--- config.mk ---
export PLATFORM = sky130hd
export DESIGN_NAME = peri_bus_arbiter
export DESIGN_NICKNAME = d
export VERILOG_FILES = /design/src/rtl/peri_bus_arbiter.sv
export SDC_FILE = /design/constraint.sdc
export NUM_CORES = 1
export LEC_CHECK = 0
export BUFFER_PORTS_ARGS = -buffer_cell sky130_fd_sc_hd__buf_2
export CAP_MARGIN = 30
export CORE_AREA = 2 2 110 112
export CTS_CLUSTER_SIZE = 40
export DETAILED_ROUTE_END_ITERATION = 16
export DIE_AREA = 0 0 112 114
export PLACE_DENSITY = 0.49
export SLEW_MARGIN = 5
export SYNTH_ARGS = -nofsm -noshare
export SYNTH_HDL_FRONTEND = slang
export SYNTH_SLANG_ARGS = --single-unit
export TNS_END_PERCENT = 1
--- constraint.sdc ---
create_clock -name clk -period 1.6 [get_ports clk]
set_clock_uncertainty 0.1 [all_clocks]
set_input_delay 0.16 -clock clk [delete_from_list [all_inputs] [get_ports clk]]
set_output_delay 0.16 -clock clk [all_outputs]
set_load 0.01 [all_outputs]
--- src/rtl/peri_bus_arbiter.sv ---
// peri_bus_arbiter: round-robin arbiter that shares one in-order req/gnt/rvalid
// peripheral bus among NUM_HOSTS hosts. Each accepted transaction pushes the
// issuing host into an ID FIFO so that responses are routed back to it.
module peri_bus_arbiter #(
    parameter int unsigned NUM_HOSTS       = 2,
    parameter int unsigned MAX_OUTSTANDING = 2,
    parameter int unsigned AW              = 32,
    parameter int unsigned DW              = 32
) (
    input  logic                        clk,
    input  logic                        rst_n,
    input  logic [NUM_HOSTS-1:0]        host_req_i,
    input  logic [NUM_HOSTS*AW-1:0]     host_addr_i,
    input  logic [NUM_HOSTS-1:0]        host_write_i,
    input  logic [NUM_HOSTS*DW/8-1:0]   host_be_i,
    input  logic [NUM_HOSTS*DW-1:0]     host_wdata_i,
    output logic [NUM_HOSTS-1:0]        host_gnt_o,
    output logic [NUM_HOSTS-1:0]        host_rvalid_o,
    output logic [DW-1:0]               host_rdata_o,
    output logic                        peri_req_o,
    output logic [AW-1:0]               peri_addr_o,
    output logic                        peri_write_o,
    output logic [DW/8-1:0]             peri_be_o,
    output logic [DW-1:0]               peri_wdata_o,
    input  logic                        peri_gnt_i,
    input  logic                        peri_rvalid_i,
    input  logic [DW-1:0]               peri_rdata_i,
    output logic                        resp_err_o
);
    localparam int unsigned HW = (NUM_HOSTS > 1) ? $clog2(NUM_HOSTS) : 1;
    localparam int unsigned PW = (MAX_OUTSTANDING > 1) ? $clog2(MAX_OUTSTANDING) : 1;
    localparam int unsigned CW = $clog2(MAX_OUTSTANDING) + 1;
    localparam int unsigned BW = DW / 8;

    logic [HW-1:0] r_rr;
    logic          r_lock;
    logic [HW-1:0] r_lock_host;
    logic [HW-1:0] r_fifo [MAX_OUTSTANDING];
    logic [PW-1:0] r_wptr;
    logic [PW-1:0] r_rptr;
    logic [CW-1:0] r_count;

    logic [HW-1:0] w_sel;
    logic [HW-1:0] w_head;
    logic          w_full;
    logic          w_empty;
    logic          w_req;
    logic          w_grant;
    logic          w_pop;

    function automatic logic [PW-1:0] ptr_inc(input logic [PW-1:0] p);
        return (p == PW'(MAX_OUTSTANDING - 1)) ? '0 : p + 1'b1;
    endfunction

    function automatic logic [HW-1:0] host_inc(input logic [HW-1:0] h);
        return (h == HW'(NUM_HOSTS - 1)) ? '0 : h + 1'b1;
    endfunction

    // Host selection: locked host if mid-handshake, else first requester from rr pointer.
    // Offsets are scanned from highest to lowest so the closest requester wins last.
    always_comb begin
        int unsigned idx;
        w_sel = '0;
        idx   = 0;
        if (r_lock) begin
            w_sel = r_lock_host;
        end else begin
            for (int unsigned k = 0; k < NUM_HOSTS; k++) begin
                idx = int'(r_rr) + (NUM_HOSTS - 1 - k);
                if (idx >= NUM_HOSTS) idx = idx - NUM_HOSTS;
                if (host_req_i[idx]) w_sel = HW'(idx);
            end
        end
    end

    assign w_full  = (r_count == CW'(MAX_OUTSTANDING));
    assign w_empty = (r_count == '0);
    assign w_head  = r_fifo[r_rptr];
    assign w_req   = rst_n & host_req_i[w_sel] & ~w_full;
    assign w_grant = w_req & peri_gnt_i;
    assign w_pop   = rst_n & peri_rvalid_i & ~w_empty;

    assign peri_req_o   = w_req;
    assign peri_addr_o  = host_addr_i[w_sel*AW +: AW];
    assign peri_write_o = host_write_i[w_sel];
    assign peri_be_o    = host_be_i[w_sel*BW +: BW];
    assign peri_wdata_o = host_wdata_i[w_sel*DW +: DW];
    assign host_rdata_o = peri_rdata_i;
    assign resp_err_o   = rst_n & peri_rvalid_i & w_empty;

    // One-hot grant to the selected host and response valid to the FIFO head host.
    always_comb begin
        host_gnt_o    = '0;
        host_rvalid_o = '0;
        for (int unsigned i = 0; i < NUM_HOSTS; i++) begin
            host_gnt_o[i]    = w_grant && (w_sel == HW'(i));
            host_rvalid_o[i] = w_pop && (w_head == HW'(i));
        end
    end

    // Round-robin pointer and handshake lock; lock drops on grant or when the held host withdraws.
    always_ff @(posedge clk or negedge rst_n) begin
        if (!rst_n) begin
            r_rr        <= '0;
            r_lock      <= 1'b0;
            r_lock_host <= '0;
        end else begin
            r_lock      <= w_req & ~peri_gnt_i;
            r_lock_host <= w_sel;
            if (w_grant) r_rr <= host_inc(w_sel);
        end
    end

    // Issued-host ID FIFO: push on grant, pop on response; simultaneous push/pop keeps count.
    always_ff @(posedge clk or negedge rst_n) begin
        if (!rst_n) begin
            r_wptr  <= '0;
            r_rptr  <= '0;
            r_count <= '0;
            for (int unsigned i = 0; i < MAX_OUTSTANDING; i++) r_fifo[i] <= '0;
        end else begin
            if (w_grant) begin
                r_fifo[r_wptr] <= w_sel;
                r_wptr         <= ptr_inc(r_wptr);
            end
            if (w_pop) r_rptr <= ptr_inc(r_rptr);
            if (w_grant && !w_pop)      r_count <= r_count + 1'b1;
            else if (!w_grant && w_pop) r_count <= r_count - 1'b1;
        end
    end
endmodule
==> results.cfg, run 1 <==
[status]
outcome = finished, violations left
violations = negative setup slack

[floorplan]
start_util_pct = 15.5
rows = 40
die_width_um = 112
die_y_um = 114
dieArea_mm2 = 0.0128
design.core.area_mm2 = 0.0117
io_pins = 283

[logic_synthesis]
synth_top_area_share_pct = 56.3
synth_area_mm2 = 0.00181
synth_seq_cells = 9
syn_area_per_cell_um2 = 11.9
synth_cell_type_count = 23
ys_seq_area_share_pct = 12.4
syn_nets = 330
syn_inst = 153
ys_warn_count = 0
synthTopCellsByArea = mux2_4 (56%), buf_4 (14%), dfrtp_1 (12%)
yosys.area.top_type = mux2_4

[worst_setup_path]
cp_max_fo = 5
worstPathRequired_ps = 1340
crit_path_start = r_rr
cp.depth = 6
cpPeakStageDelay_ps = 390
critPathBufInv = 3
critPathTopFamily = buffers and inverters
end_kind = output port
cp_cell_sequence = nand2b_4 -> a22o_4 -> buf_12 -> buf_4 -> mux2_4 -> buf_6
worstSetupEndpoint = peri_addr_o[21]
r2r_slack_ps = -150
startpoint_type = flop
crit_type = reg2out
crit_slowest_cell = dfrtp_1
reg2reg_to = r_fifo[0]
arrival_ps = 1750
rr_startpoint = r_rr
worstRegToRegCells = 7

[route]
via_per_inst = 3.96
vias = 2029
drtAntennaViolNets = 0
drcViolationCount = 0
wl_per_cell_um = 15.4
drt_iter0_drc = 61
finalWirelength_mm = 7.88
dr.pass1.iters = 4

[worst_hold_path]
hold_path_class = in2reg

[cells_and_area]
nNetsFinal = 543
ff_latch_area_um2 = 225
finish.instance_area_mm2 = 0.00366
multi_input_area_mm2 = 0.00130
drive_gt1_share_pct = 90.1
insertedDiodeCount = 0
fillCellCount = 1203
syn_to_final_growth_pct = 102

[grt]
grt_max_degree = 14
grt_pass1_vias = 2113
antenna_found_initial = 0
use_met3_pct = 3.35
grt.total_usage_pct = 11.1
use_met1_pct = 14.9
top_usage_layer = met2
grt_use_met2_pct = 17.5
grt_overflow = 0
grt_pass1_wl_mm = 11.2

[power_and_ir_drop]
ir_drop_mv = 0.383
p_per_area_mw_per_mm2 = 1000
leakagePower_nw = 1.99

[place]
dpl_worst_slack_ps = -223
dpl_cell_area_mm2 = 0.00297
hpwl_mm = 6.41
portBuffers = 218
place_congestion = 0.751

[timing]
relSlewSlack_pct = 81.4
drv_slew = 0
worst_pin_slew_ps = 277
worst_slack_ps = -405
setup_viol = 77
hold_viol = 0
fmax_ghz = 0.499
period_needed_ps = 2010
rsz0062_at_grt = yes
fin_crit_sh_pct = 125

[flow_run]
cap_viol_max_count = 0

[clock_network]
cts.sinks = 9
cts_buffer_depth = 2
root_buffer = clkbuf_16
cts_tree = built
h-tree-depth = 1
clk_pin_slew_ps = 40
clk_latency_ps = 230
numCtsBuffers = 3
worst min-delay path by stage:
| stage | from | cells past startpoint | slack (ps) | endpoint |
|---|---|---|---|---|
| 2_1_floorplan | rst_n | 0 | -240 | r_count[0] |
| 3_3_place_gp | rst_n | 1 | -110 | r_count[1] |
| 3_5_place_dp | rst_n | 1 | -110 | r_count[1] |
| 4_1_cts | peri_gnt_i | 2 | 30 | r_lock |
| 5_1_grt | peri_gnt_i | 2 | 50 | r_lock |
| 6_report | peri_gnt_i | 2 | 40 | r_lock |
registers in the layout, summed over array words and instances, names as in the netlist:
| name | cells |
|---|---|
| r_count | 2 |
| r_fifo | 2 |
| r_lock | 1 |
| r_lock_host | 1 |
| r_rptr | 1 |
| r_rr | 1 |
| r_wptr | 1 |
cells in the final DEF, fill, tap and decap left out, types with 3 or more instances in the layout:
| cell | netlist | layout |
|---|---|---|
| buf_12 | 0 | 5 |
| buf_16 | 0 | 3 |
| buf_2 | 0 | 153 |
| buf_4 | 33 | 16 |
| buf_6 | 7 | 69 |
| clkbuf_16 | 0 | 3 |
| dfrtp_1 | 9 | 9 |
| mux2_4 | 68 | 68 |
| nor2_1 | 5 | 3 |
| xnor2_1 | 3 | 3 |
routing by layer:
layer  routed length (um)  share of wire, %
met5                    0                 0
met4                   53              0.67
met3                  820                10
met2                 3660                46
met1                 3350                42
power breakdown:
part	internal (mW)	total [mW]	leakage, nW	switching [mW]
sequential	0.331	0.402	0.108	0.0709
combinational	1.77	2.83	1.84	1.06
clock	0.329	0.439	0.0409	0.110
total	2.43	3.67	1.99	1.24
through the flow:
step	total power, mW	hold slack (ps)	instances	TNS, ps	util, %
4_1_cts	3.68	30.7	511	-29470	31.0
6_report	3.67	40.8	512	-28280	31.3
3_5_place_dp	2.54	-109	499	-12120	25.3
2_1_floorplan	1.81	-236	153	0	-
3_3_place_gp	2.53	-108	499	-9230	25.3
5_1_grt	3.88	48.9	512	-31920	31.3
repair_timing:
item	in CTS	in global routing
endpoints found under the hold margin	9	0
gates cloned	3	0
setup buffers	6	1
pin swaps	5	3
gates resized for setup	85	7
setup endpoints to repair	78	79
hold buffers	1	0
cell usage after synthesis:
library cell,count
nor3_1,3
a21oi_1,1
buf_4,33
o2111ai_1,1
a211oi_1,1
mux2_4,68
ha_1,1
and2_1,1
nor2_1,5
nor2b_1,2
o2111a_1,1
nand2_1,2
nand3_1,2
mux2_2,1
dfrtp_1,9
mux2i_1,1
inv_1,2
xor2_1,2
buf_6,7
xnor2_1,3
a22o_1,3
o211ai_1,2
nand2b_1,2
cells by family after synthesis:
| logic type | synth area share [%] |
|---|---|
| simple gates | 4.55 |
| compound gates | 4.07 |
| flops | 12.4 |
| xor+xnor | 2.41 |
| mux | 57.4 |
| buf+inv | 18.4 |
| fa+ha+maj | 0.690 |
area by class of cell:
| cell class | count | area share (%) |
|---|---|---|
| inverters | 2 | 0.205 |
| well taps | 147 | 5.02 |
| repair buffers | 248 | 51.0 |
| flip-flops and latches | 9 | 6.15 |
| clock buffers | 3 | 2.05 |
| clock inverters | 1 | 0.137 |
| multi-input cells | 102 | 35.4 |
worst register-to-register path: cells and delay by family (launching register included):
kind | cells | cell delay [ps]
compound gates | 2 | 440
flops | 1 | 390
simple gates | 2 | 300
buf+inv | 3 | 410
Power figures use the tool's default switching activity.
==> run 2: changes to the inputs <==
--- a/config.mk
+++ b/config.mk
@@ -11,8 +11,8 @@
 export CTS_CLUSTER_SIZE = 40
 export DETAILED_ROUTE_END_ITERATION = 16
 export DIE_AREA = 0 0 112 114
-export PLACE_DENSITY = 0.49
-export SLEW_MARGIN = 5
+export PLACE_DENSITY = 0.56
+export SLEW_MARGIN = 40
 export SYNTH_ARGS = -nofsm -noshare
 export SYNTH_HDL_FRONTEND = slang
 export SYNTH_SLANG_ARGS = --single-unit
==> run 2 against run 1 <==
Net effect:
- the flow still finishes with violations (negative setup slack)
- non-clock buffer count decreased by 9
- cell count decreased by 1.6%
- combinational power decreased by 16%
- utilization decreased by 3.0 points
- power decreased by 12%
- wire length decreased by 3.8%
- first-iteration DRC count decreased by 28%
- sequential power increased by 1%
- worst setup slack improved by 15 ps
- maximum frequency increased by 0.73%
- largest cell class unchanged
==> results.cfg, run 2 (same netlist as run 1, synthesis figures left out) <==
[place]
dp.cells = 497
place_congestion = 0.853
dpl_cell_area_mm2 = 0.00294
dpl_worst_slack_ps = -227
hpwl_mm = 6.29
portBuffers = 218

[timing]
fmax_ghz = 0.502
final.setup.tns_ps = -24410
setup_viol = 75
rsz0062_at_grt = yes
hold_viol = 0
worst_pin_slew_ps = 336
relSlewSlack_pct = 77.5
fin_crit_sh_pct = 124
holdWs_ps = 23.1
period_needed_ps = 1990
drv_slew = 0
worst_slack_ps = -391

[worst_setup_path]
end_kind = output port
cp_max_fo = 6
worstPathRequired_ps = 1340
worstRegToRegCells = 7
crit_type = reg2out
startpoint_type = flop
arrival_ps = 1730

[cells_and_area]
final-instance-count-excl-fill = 504
drive_gt1_share_pct = 88.2
syn_to_final_growth_pct = 82.9
nNetsFinal = 534
most-common-layout-cells = buf_2 (178), mux2_4 (68), buf_6 (43)
final_common_cell = buf_2
finish.instance_area_mm2 = 0.00332
reg_top3 = r_count x2, r_fifo x2
final_core_util_pct = 28.3

[clock_network]
numCtsBuffers = 3
h-tree-depth = 1
cts_setup_buffers = 0
cts.sinks = 9
clk_latency_ps = 240
clk_pin_slew_ps = 40
root_buffer = clkbuf_16
cts_tree = built
cts_buffer_depth = 2

[route]
drtAntennaViolNets = 0
vias = 1974
via_per_inst = 3.92
drt_iter0_drc = 44
wl_per_cell_um = 15.0
finalWirelength_mm = 7.58
dr.pass1.iters = 4
drcViolationCount = 0

[power_and_ir_drop]
power_frac_seq_pct = 12.5
leakagePower_nw = 1.86
switching_power_mw = 1.15
combPwrFrac_pct = 73.7
p_int_mw = 2.10
clock_power_share_pct = 13.9
swShare_pct = 35.4
ir_drop_mv = 0.489
totalPowerFinal_mw = 3.25
p_per_area_mw_per_mm2 = 978

[floorplan]
die_y_um = 114
die_width_um = 112
io_pins = 283
start_util_pct = 15.5
design.core.area_mm2 = 0.0117
rows = 40
dieArea_mm2 = 0.0128

[flow_run]
cap_viol_max_count = 0

[grt]
grt_overflow = 0
grt.total_usage_pct = 10.0
grt_max_degree = 25
grt_pass1_wl_mm = 10.2
grt_pass1_vias = 1946
antenna_found_initial = 0

[worst_hold_path]
hold_path_class = in2reg
min_path_cells = 2

[status]
violations = negative setup slack
outcome = finished, violations left
## run 2: timing repair
action,4_1_cts,5_1_grt
resized for setup,0,49
hold buffers,1,1
setup endpoints to repair,76,79
endpoints found under the hold margin,9,2
cloned,0,0
## run 2: worst paths after layout
| kind | from | endpoint | slack (ps) |
|---|---|---|---|
| setup / recovery | r_lock | peri_wdata_o[16] | -390 |
| hold / removal | peri_gnt_i | r_lock | 20 |
| setup reg to reg | r_lock | r_count[1] | -210 |
| hold reg to reg | r_rptr | r_rptr | 400 |
| max in group asynchronous | rst_n | r_count[1] | 780 |
| min in group asynchronous | rst_n | r_rptr | 40 |
## run 2: power groups by stage
stage | Sequential (mW) | Clock (mW) | Combinational (mW)
after global placement | 0.389 | 0 | 2.09
after floorplan | 0.399 | 0 | 1.41
final | 0.406 | 0.450 | 2.39
after CTS | 0.397 | 0.459 | 2.13
after global routing | 0.417 | 0.467 | 2.55
after detailed placement | 0.399 | 0 | 2.10
## run 2: area by class of cell
class,count,area [um2]
repair buffers,239,1540
multi-input cells,102,1280
clock buffers,4,78.8
well taps,147,184
inverters,2,7.51
diodes,1,2.50
flip-flops and latches,9,225
fillers,1231,8390
## run 2: routing by layer
layer	vias up	GRT usage (%)	routed length, um
met5	-	0	0
met4	0	2.03	64
met3	7	2.18	710
met2	138	15.8	3580
met1	909	14.1	3230
li1	920	-	-
## run 2: critical path, cell delays in order (launching register included)
cell and delay (ps):
dfrtp_1 390, buf_6 130, a22o_4 290, buf_4 190
mux2_4 340, buf_2 150
